File: src/rtl/cordic_pkg.sv
// Shared defaults and state encoding for the CORDIC request arbiter.
package cordic_pkg;

    localparam int WIDTH_DEF   = 15;
    localparam int LATENCY_DEF = 13;
    localparam int NREQ_DEF    = 4;

    typedef enum logic [1:0] {
        IDLE  = 2'd0,
        RUN   = 2'd1,
        DRAIN = 2'd2
    } state_t;

    function automatic int id_width(input int n);
        return (n > 1) ? $clog2(n) : 1;
    endfunction

endpackage

File: src/rtl/cordic_tag_pipe.sv
// Delay line carrying {valid, requester id} in lockstep with the CORDIC pipeline.
module cordic_tag_pipe #(
    parameter int LATENCY = 13,
    parameter int ID_W    = 2
) (
    input  logic            clk,
    input  logic            rst_n,
    input  logic            valid_i,
    input  logic [ID_W-1:0] id_i,
    output logic            valid_o,
    output logic [ID_W-1:0] id_o
);

    logic [LATENCY-1:0] valid_q;
    logic [ID_W-1:0]    id_q [LATENCY];

    always_ff @(posedge clk) begin
        if (!rst_n) begin
            valid_q <= '0;
            for (int s = 0; s < LATENCY; s++) id_q[s] <= '0;
        end else begin
            valid_q[0] <= valid_i;
            id_q[0]    <= id_i;
            for (int s = 1; s < LATENCY; s++) begin
                valid_q[s] <= valid_q[s-1];
                id_q[s]    <= id_q[s-1];
            end
        end
    end

    assign valid_o = valid_q[LATENCY-1];
    assign id_o    = id_q[LATENCY-1];

endmodule

File: src/rtl/cordic_arbiter.sv
// Round-robin sharing of one CORDIC pipeline among NREQ requesters.
// States: IDLE = no granting, nothing pending | RUN = granting | DRAIN = waiting for in-flight tags.
module cordic_arbiter
    import cordic_pkg::*;
#(
    parameter int WIDTH   = WIDTH_DEF,
    parameter int LATENCY = LATENCY_DEF,
    parameter int NREQ    = NREQ_DEF
) (
    input  logic                         CLK,
    input  logic                         RESET_n,
    input  logic                         en,
    input  logic [NREQ-1:0]              req_valid,
    input  logic [NREQ*2*WIDTH-1:0]      req_operand,
    output logic [NREQ-1:0]              req_ready,
    output logic [2*WIDTH-1:0]           cordic_operand,
    input  logic [2*WIDTH-1:0]           cordic_results,
    output logic [NREQ-1:0]              rsp_valid,
    output logic [2*WIDTH-1:0]           rsp_data,
    output logic                         busy,
    output logic [$clog2(LATENCY+2)-1:0] inflight
);

    localparam int DW  = 2 * WIDTH;
    localparam int IDW = id_width(NREQ);
    localparam int CW  = $clog2(LATENCY + 2);

    state_t          state_q, state_d;
    logic [IDW-1:0]  ptr_q, ptr_d;
    logic [IDW-1:0]  cand;
    logic [IDW-1:0]  grant_id;
    logic            grant_found;
    logic [DW-1:0]   op_q;
    logic            op_valid_q;
    logic [IDW-1:0]  op_id_q;
    logic            tag_valid;
    logic [IDW-1:0]  tag_id;
    logic [NREQ-1:0] rsp_valid_q;
    logic [DW-1:0]   rsp_data_q;
    logic [CW-1:0]   inflight_q;

    // Grants only come from the registered RUN state and the live enable.
    always_comb begin
        grant_found = 1'b0;
        grant_id    = '0;
        cand        = '0;
        if (RESET_n && state_q == RUN && en) begin
            for (int k = 0; k < NREQ; k++) begin
                cand = IDW'((int'(ptr_q) + k) % NREQ);
                if (!grant_found && req_valid[cand]) begin
                    grant_found = 1'b1;
                    grant_id    = cand;
                end
            end
        end
    end

    assign req_ready = grant_found ? (NREQ'(1) << grant_id) : '0;

    always_comb begin
        ptr_d = ptr_q;
        if (grant_found) ptr_d = (grant_id == IDW'(NREQ - 1)) ? '0 : grant_id + 1'b1;
    end

    always_comb begin
        state_d = state_q;
        case (state_q)
            IDLE:    if (en) state_d = RUN;
            RUN:     if (!en) state_d = DRAIN;
            DRAIN: begin
                if (en)                    state_d = RUN;
                else if (inflight_q == '0) state_d = IDLE;
            end
            default: state_d = IDLE;
        endcase
    end

    cordic_tag_pipe #(
        .LATENCY (LATENCY),
        .ID_W    (IDW)
    ) u_tag_pipe (
        .clk     (CLK),
        .rst_n   (RESET_n),
        .valid_i (op_valid_q),
        .id_i    (op_id_q),
        .valid_o (tag_valid),
        .id_o    (tag_id)
    );

    always_ff @(posedge CLK) begin
        if (!RESET_n) begin
            state_q     <= IDLE;
            ptr_q       <= '0;
            op_q        <= '0;
            op_valid_q  <= 1'b0;
            op_id_q     <= '0;
            rsp_valid_q <= '0;
            rsp_data_q  <= '0;
            inflight_q  <= '0;
        end else begin
            state_q    <= state_d;
            ptr_q      <= ptr_d;
            op_q       <= grant_found ? req_operand[grant_id*DW +: DW] : '0;
            op_valid_q <= grant_found;
            op_id_q    <= grant_id;
            rsp_valid_q <= tag_valid ? (NREQ'(1) << tag_id) : '0;
            if (tag_valid) rsp_data_q <= cordic_results;
            case ({grant_found, tag_valid})
                2'b10:   inflight_q <= inflight_q + CW'(1);
                2'b01:   inflight_q <= inflight_q - CW'(1);
                default: inflight_q <= inflight_q;
            endcase
        end
    end

    assign cordic_operand = op_q;
    assign rsp_valid      = rsp_valid_q;
    assign rsp_data       = rsp_data_q;
    assign inflight       = inflight_q;
    assign busy           = RESET_n && (state_q != IDLE || inflight_q != '0);

endmodule
File: config.mk
export PLATFORM = sky130hd
export DESIGN_NAME = cordic_arbiter
export DESIGN_NICKNAME = d
export VERILOG_FILES = /design/src/rtl/cordic_pkg.sv /design/src/rtl/cordic_tag_pipe.sv /design/src/rtl/cordic_arbiter.sv
export SDC_FILE = /design/constraint.sdc
export NUM_CORES = 1
export LEC_CHECK = 0
export CAP_MARGIN = 10
export CORE_MARGIN = 3
export CORE_UTILIZATION = 40
export DETAILED_ROUTE_END_ITERATION = 8
export GPL_TIMING_DRIVEN = 0
export HOLD_SLACK_MARGIN = 0.12
export PLACE_DENSITY = 0.81
export SYNTH_ARGS = -nofsm -noshare
export SYNTH_HDL_FRONTEND = slang
export SYNTH_SLANG_ARGS = --single-unit
File: constraint.sdc
create_clock -name CLK -period 2.79 [get_ports CLK]
set_input_delay 0.4185 -clock CLK [delete_from_list [all_inputs] [get_ports CLK]]
set_output_delay 0.4185 -clock CLK [all_outputs]
set_load 0.01 [all_outputs]
# Yosys cells after proc, flatten, opt, wreduce, memory -nomap -nowiden
# Memory sizes are Yosys's and may differ from the RTL's.
# Index checks and enable logic that the tools add are counted.
# Widths: inputs -> output; s select.
word_totals:
  regBits: 88
  ram_bits: 26
  output_inout_bits: 73
  memories: 1
mem_list:
  columns: ["name", "depth", "width", "rd", "rd_clocked_by_memory_dff", "wr", "line", "text"]
  rows:
  - ["u_tag_pipe.id_q", 13, 2, 13, 0, 13, "cordic_tag_pipe.sv:15", "logic [ID_W-1:0] id_q [LATENCY];"]
op_classes:
  add_sub_neg: 6
  n_mul: 1
  magnitude_cmp: 4
  n_eq_ne: 8
  shift: 3
  mux: 44
  n_bitwise: 13
  reduce_logical: 18
op_table:
  columns: ["op", "n"]
  rows:
  - ["$shiftx 120x8->30", 1]
  - ["$mux 2", 23]
  - ["$mux 1", 14]
  - ["$or 1x1->1", 13]
  - ["$lt 2x3->1 const B", 4]
  - ["$bmux 1 s2", 4]
  - ["$pmux 4 s2", 1]
  - ["$shl 1x2->4 const A", 2]
  - ["$eq 2x2->1 const B", 3]
  - ["$logic_and 1x1->1", 6]
  - ["$mul 2x4->6 const B", 1]
  - ["$pmux 2 s3", 1]
  - ["$add 2x1->2 const B", 2]
  - ["$add 2x2->2 const B", 2]
  - ["$add 4x1->4 const B", 1]
  - ["$eq 2x1->1 const B", 2]
  - ["$logic_not 4->1", 1]
  - ["$mux 4", 1]
  - ["$ne 2x2->1 const B", 2]
  - ["$reduce_and 2->1", 2]
  - ["$reduce_bool 2->1", 2]
  - ["$reduce_bool 4->1", 1]
  - ["$sub 4x1->4 const B", 1]
  - ["$logic_not 1->1", 3]
  - ["other kinds (4)", 4]

# Longest topological paths before layout
depth:
  word_depth: 18
  mapped_depth: 11
  mapped_depth_nobuf: 10

# Hierarchy
# A second synthesis with hierarchy kept.
unflattened:
  hier_cells: 399
  area_unflattened_um2: 4436.8
modules_own_cells:
  columns: ["module", "n_inst", "cells_each", "area_each_um2"]
  rows:
  - ["cordic_arbiter", 1, 317, 3379.5]
  - ["cordic_tag_pipe", 1, 82, 1057.3]

# Worst setup path after synthesis
# OpenSTA, ideal clock, no wires.
synth_timing:
  path_kind: "input port to flip-flop"
  startpoint: "input port RESET_n"
  endpoint: "register inflight_q[2] (netlist: inflight[2])"
  setup_ns: 0.076
  arrival_time_ns: 2.451
  t_required_ns: 2.714
  setup_slack_ns: 0.264
  stages: 11
  cell_sequence: "buf_2 -> nand4b_1 -> nor2_1 -> inv_1 -> ha_1 -> xor2_1 -> ha_1 -> a21oi_1 -> xor2_1 -> or3_1 -> a21boi_0"
synth_via:
  elab_chain_len: 5
  elab_cells_between_ends: 7
  cone_classes: "eq/ne (2); mux (2); reduce/logical (3)"
synth_rtl:
  columns: ["item", "line", "text"]
  rows:
  - ["from (decl)", "cordic_arbiter.sv:11", "input logic RESET_n,"]
  - ["$logic_and 1x1->1 (2 in a row)", "cordic_arbiter.sv:47", "if (RESET_n && state_q == RUN && en) begin"]
  - ["$mux 1", "cordic_arbiter.sv:47", null]
  - ["$eq 2x1->1 / $eq 2x2->1 (equally long branches)", "cordic_arbiter.sv:108", "case ({grant_found, tag_valid})"]
  - ["$pmux 4 s2 / $reduce_bool 2->1 (equally long branches)", null, null]
  - ["to (signal assigned)", "cordic_arbiter.sv:109", "2'b10: inflight_q <= inflight_q + CW'(1);"]
  - ["to (signal assigned)", "cordic_arbiter.sv:110", "2'b01: inflight_q <= inflight_q - CW'(1);"]
  - ["to (signal assigned)", "cordic_arbiter.sv:111", "default: inflight_q <= inflight_q;"]
  - ["to (decl)", "cordic_arbiter.sv:40", "logic [CW-1:0] inflight_q;"]
# Several ways; a longest one is shown, not always the timed one.
# A chain may end at the register's enable or synchronous reset.

# Worst setup path in the final report
layout_timing:
  startpoint: "register ptr_q[1]"
  endpoint: "output port req_ready[0]"
layout_via:
  elab_chain_len: 18
  elab_cells_between_ends: 32
  cone_classes: "add/sub (3); shift (1); mux (22); reduce/logical (6)"
layout_rtl:
  columns: ["item", "line", "text"]
  rows:
  - ["from (decl)", "cordic_arbiter.sv:29", "logic [IDW-1:0] ptr_q, ptr_d;"]
  - ["from (signal assigned)", "cordic_arbiter.sv:102", "ptr_q <= ptr_d;"]
  - ["$bmux 1 s2", "cordic_arbiter.sv:50", "if (!grant_found && req_valid[cand]) begin"]
  - ["$mux 1 (implied by the code)", "cordic_arbiter.sv:50", null]
  - ["$mux 1", "cordic_arbiter.sv:50", null]
  - ["$mux 1", "cordic_arbiter.sv:47", null]
  - ["$logic_not 1->1", "cordic_arbiter.sv:50", null]
  - ["$logic_and 1x1->1", "cordic_arbiter.sv:50", null]
  - ["$mux 1", "cordic_arbiter.sv:50", null]
  - ["$mux 1", "cordic_arbiter.sv:47", null]
  - ["[3 not listed]", null, null]
  - ["$mux 1", "cordic_arbiter.sv:47", null]
  - ["$logic_not 1->1", "cordic_arbiter.sv:50", null]
  - ["$logic_and 1x1->1", "cordic_arbiter.sv:50", null]
  - ["$mux 2 *", "cordic_arbiter.sv:50", null]
  - ["$mux 2 *", "cordic_arbiter.sv:47", null]
  - ["named net grant_id[0]", "cordic_arbiter.sv:31", "logic [IDW-1:0] grant_id;"]
  - ["$shl 1x2->4 *", "cordic_arbiter.sv:58", "assign req_ready = grant_found ? (NREQ'(1) << grant_id) : '0;"]
  - ["$mux 4 *", "cordic_arbiter.sv:58", null]
  - ["to (decl)", "cordic_arbiter.sv:15", "output logic [NREQ-1:0] req_ready,"]
# Mark *: on every way through the listed nets, which the timed path passes. The rest lies on a longest branch. The select of a mux whose other input is x is not followed.

==> out/qor.csv <==
stage;metric;value;unit
global_route;vias in the first global route;4137;
logic_synthesis;area share of the largest cell type after synthesis;51.6;%
logic_synthesis;top post-synthesis cells by area;dfxtp_1 52%, mux2i_1 21%, and2_1 6.4%, nor2b_1 4.7%, o22ai_1 4.5%;
floorplanning;die height;111;microns
power;Internal;3.36;mW
sta;total negative slack;0;ps
clock_network;Num CTS Buffers;17;
sta;setup violators final;0;
power;Leak;2.82;nW
cells_and_area;layout cells sized above 1;8.70;%
clock_network;H-tree lvl count;4;
logic_synthesis;Mapped Cells;400;
critical_path;CP Data Arrival Time;2230;ps
critical_path;CP startpoint kind;flip-flop;
critical_path;worst-path maximum fanout;6;
hold_path;hold endpoint;u_tag_pipe.id_q[3][1]$_SDFF_PN0_;
floorplanning;core area;10600;sq um
critical_path;Reg2Reg Setup Slack;290;ps
floorplanning;Starting Density;41.9;%
cells_and_area;Layout Nets;818;
logic_synthesis;area leader, netlist;dfxtp_1;
clock_network;clk buf depth;2;
sta;Hold Vio Cnt, Final;0;
logic_synthesis;Synth async-reset ratio;0;%
drt;DRC;0;
logic_synthesis;warnings from Yosys;0;
hold_path;HP Class;reg2reg;
drt;drt via density;4.87;
placed_design;PortBufs;228;
clock_network;clk slew on worst S/H paths;60;ps
critical_path;critical path class;reg2out;
critical_path;required time worst endpoint;2370;ps
global_route;initial antenna violation count;1;
global_route;largest net degree at the start of global routing;17;
logic_synthesis;Synth Net Count;564;
floorplanning;DIE AREA;12400;sq um
critical_path;reg2reg start;state_q[0]$_SDFFE_PN0P_;
floorplanning;die width;111;microns
sta;f_max;378;MHz
power;Net Switching;876;uW
hold_path;HP Start;u_tag_pipe.id_q[2][7]$_SDFF_PN0_;
cells_and_area;Area Growth Syn to Fin;71.2;%
power;pwr dens;559;nW/um^2
logic_synthesis;register bit total from synthesis;114;
sta;worst slew pin tran;706;ps
critical_path;reg2reg path depth;11;
cells_and_area;footprint of the multi-input gates;2020;sq um
cells_and_area;Final Cell Area;7580;sq um
floorplanning;num rows;37;
critical_path;r2r endpoint;inflight[2]$_SDFFE_PN0P_;
power;sequential share of power;38.9;%
power;Comb pwr share;9.5;%
hold_path;WHS Path Cells;1;
clock_network;CTS sink count;114;
power;clock power share;51.7;%
drt;Detailed Route WL;13000;microns
cells_and_area;filler instances;812;
sta;clk_skew;12.7;ps
clock_network;Post-CTS Hold Fix Bufs;0;
sta;RSZ-0062 raised after global routing;no;
logic_synthesis;mapped cell area;4430;sq um
drt;vias post-DR;3913;
logic_synthesis;Cell variety after synth;36;
critical_path;critical path endpoint category;output port;
power;maximum VDD drop;0.406;mV
run_status;status;finished, final reports clean;
drt;antenna-violating nets left;0;
global_route;GRT overflow;0;
sta;Final Critical Period;2650;ps
placed_design;Post-DP Area;6880;sq um
drt;First-pass DRT Iterations;4;
logic_synthesis;number of synthesized flops with an enable pin;0;
floorplanning;IO Count;230;
global_route;global-route wire length before repair;20900;microns
clock_network;clock root cell;clkbuf_8;
drt;Iter 0 DRT Violations;128;
clock_network;Skew-Pair Late Insertion Delay;490;ps
sta;Rel. slew slack;52.9;%
global_route;total track usage;21.1;%
cells_and_area;Reg area;2290;sq um
power;Sw Ratio;20.7;%
placed_design;HPWL Detailed;10000;microns
clock_network;CTS tree;done;
job;Max Cap Viol;0;
logic_synthesis;Primary FF master, synth;dfxtp_1;
placed_design;RePlAce Congestion;0.843;
logic_synthesis;synthesized area per cell;11.1;sq um
logic_synthesis;post-synthesis sequential area ratio;51.6;%
drt;drt wl/cell;16.1;microns
sta;Slew Viols, Final;0;
sta;Tcrit/Tclk final;94.8;%
what timing repair did:
item / CTS / global route
pin swaps: 2 / 4
gates resized for setup: 15 / 7
buffers inserted: 6 / 3
endpoints found under the setup margin: 5 / 5
placed cells by master, fill, tap and decap left out, drive strengths merged, types with 2 or more instances in the layout:
cell	instances
a211oi	2
a21oi	6
and2	45
buf	20
bufinv	3
clkbuf	36
clkdlybuf4s50	221
clkinv	3
clkinvlp	2
dfxtp	114
dlygate4sd2	5
ha	7
inv	8
mux2i	93
nand2	4
nor2	6
nor2b	33
nor3	2
o21ai	4
o22ai	32
xnor2	2
xor2	3
layout make-up:
class | count | share of cell area (%)
Antenna cell | 1 | 0.0330
Buffer | 24 | 1.57
Clock buffer | 22 | 6.11
Clock inverter | 10 | 1.97
Inverter | 6 | 0.297
Multi-Input combinational cell | 254 | 26.7
Sequential cell | 114 | 30.2
Tap cell | 136 | 2.25
Timing Repair Buffer | 237 | 30.9
sequential cells by signal (all words and copies together), names as in the netlist, 4 cells and up:
name,count
rsp_data,30
rsp_valid,4
cordic_operand,30
u_tag_pipe.valid_q,13
inflight,4
u_tag_pipe.id_q,26
how the worst max path moves through the flow:
stage                                from                  endpoint  depth (start not counted)
CTS                                    en              req_ready[2]                          9
finish              ptr_q[1]$_SDFFE_PN0P_              req_ready[0]                          8
detailed placement           req_valid[0]              req_ready[2]                         11
floorplan                         RESET_n  inflight[2]$_SDFFE_PN0P_                         11
global route        ptr_q[1]$_SDFFE_PN0P_              req_ready[3]                          8
global placement             req_valid[0]              req_ready[3]                         11
layer usage:
| metal | share of wire, % | wire (microns) | vias up | GRT usage, % |
|---|---|---|---|---|
| li1 | - | - | 1897 | - |
| met1 | 38 | 4870 | 1837 | 22.4 |
| met2 | 52 | 6720 | 163 | 37.7 |
| met3 | 8.6 | 1110 | 16 | 8.68 |
| met4 | 1.9 | 252 | 0 | 7.46 |
| met5 | 0 | 0 | - | 0 |
cells by family (layout without fill, tap and decap cells):
family / count (synthesis) / count (layout) / share of synthesized area (%)
multiplexers: 93 / 93 / 21.0
buffers and inverters: 32 / 299 / 3.36
flip-flops: 114 / 114 / 51.6
XOR/XNOR: 5 / 5 / 0.990
other: 0 / 1 / 0
AO/OA/AOI/OAI: 48 / 48 / 7.18
adder cells (fa/ha/maj): 7 / 7 / 1.98
AND/OR/NAND/NOR: 101 / 101 / 13.9
through the flow:
step	setup WS (ps)	hold slack, ps	cells	power [mW]	utilization (%)
2_1_floorplan	264	412	400	1.80	-
3_3_place_gp	-819	415	764	2.07	65.2
3_5_place_dp	-874	418	764	2.08	65.2
4_1_cts	49.8	431	801	4.28	71.6
5_1_grt	4.72	441	804	4.40	71.8
6_report	144	428	804	4.24	71.8
cell usage after synthesis, types with 2 or more instances:
cell	count
and2_1	45
buf_6	3
nor2b_1	33
clkbuf_1	15
xnor2_1	2
xor2_1	3
inv_1	6
o21ai_0	4
nor2_1	6
nor3_1	2
a21oi_1	5
buf_1	3
mux2i_1	93
ha_1	7
nand2_1	4
buf_2	5
o22ai_1	32
dfxtp_1	114
critical path, cell delays in order, from the launching register on:
cell and delay (ps):
dfxtp_4 380, mux2i_1 220, o22ai_2 140, a211oi_4 260
buf_6 150, inv_1 50, ha_1 190, and2_1 130
clkdlybuf4s15_1 230
power groups by stage:
stage                     Sequential, mW  Clock, mW  Combinational [mW]
after CTS                           1.65       2.23               0.401
after floorplan                     1.69          0               0.118
after detailed placement            1.68          0               0.396
final                               1.65       2.19               0.401
after global placement              1.68          0               0.390
after global routing                1.65       2.32               0.432
(Power assumes the default switching activity.)
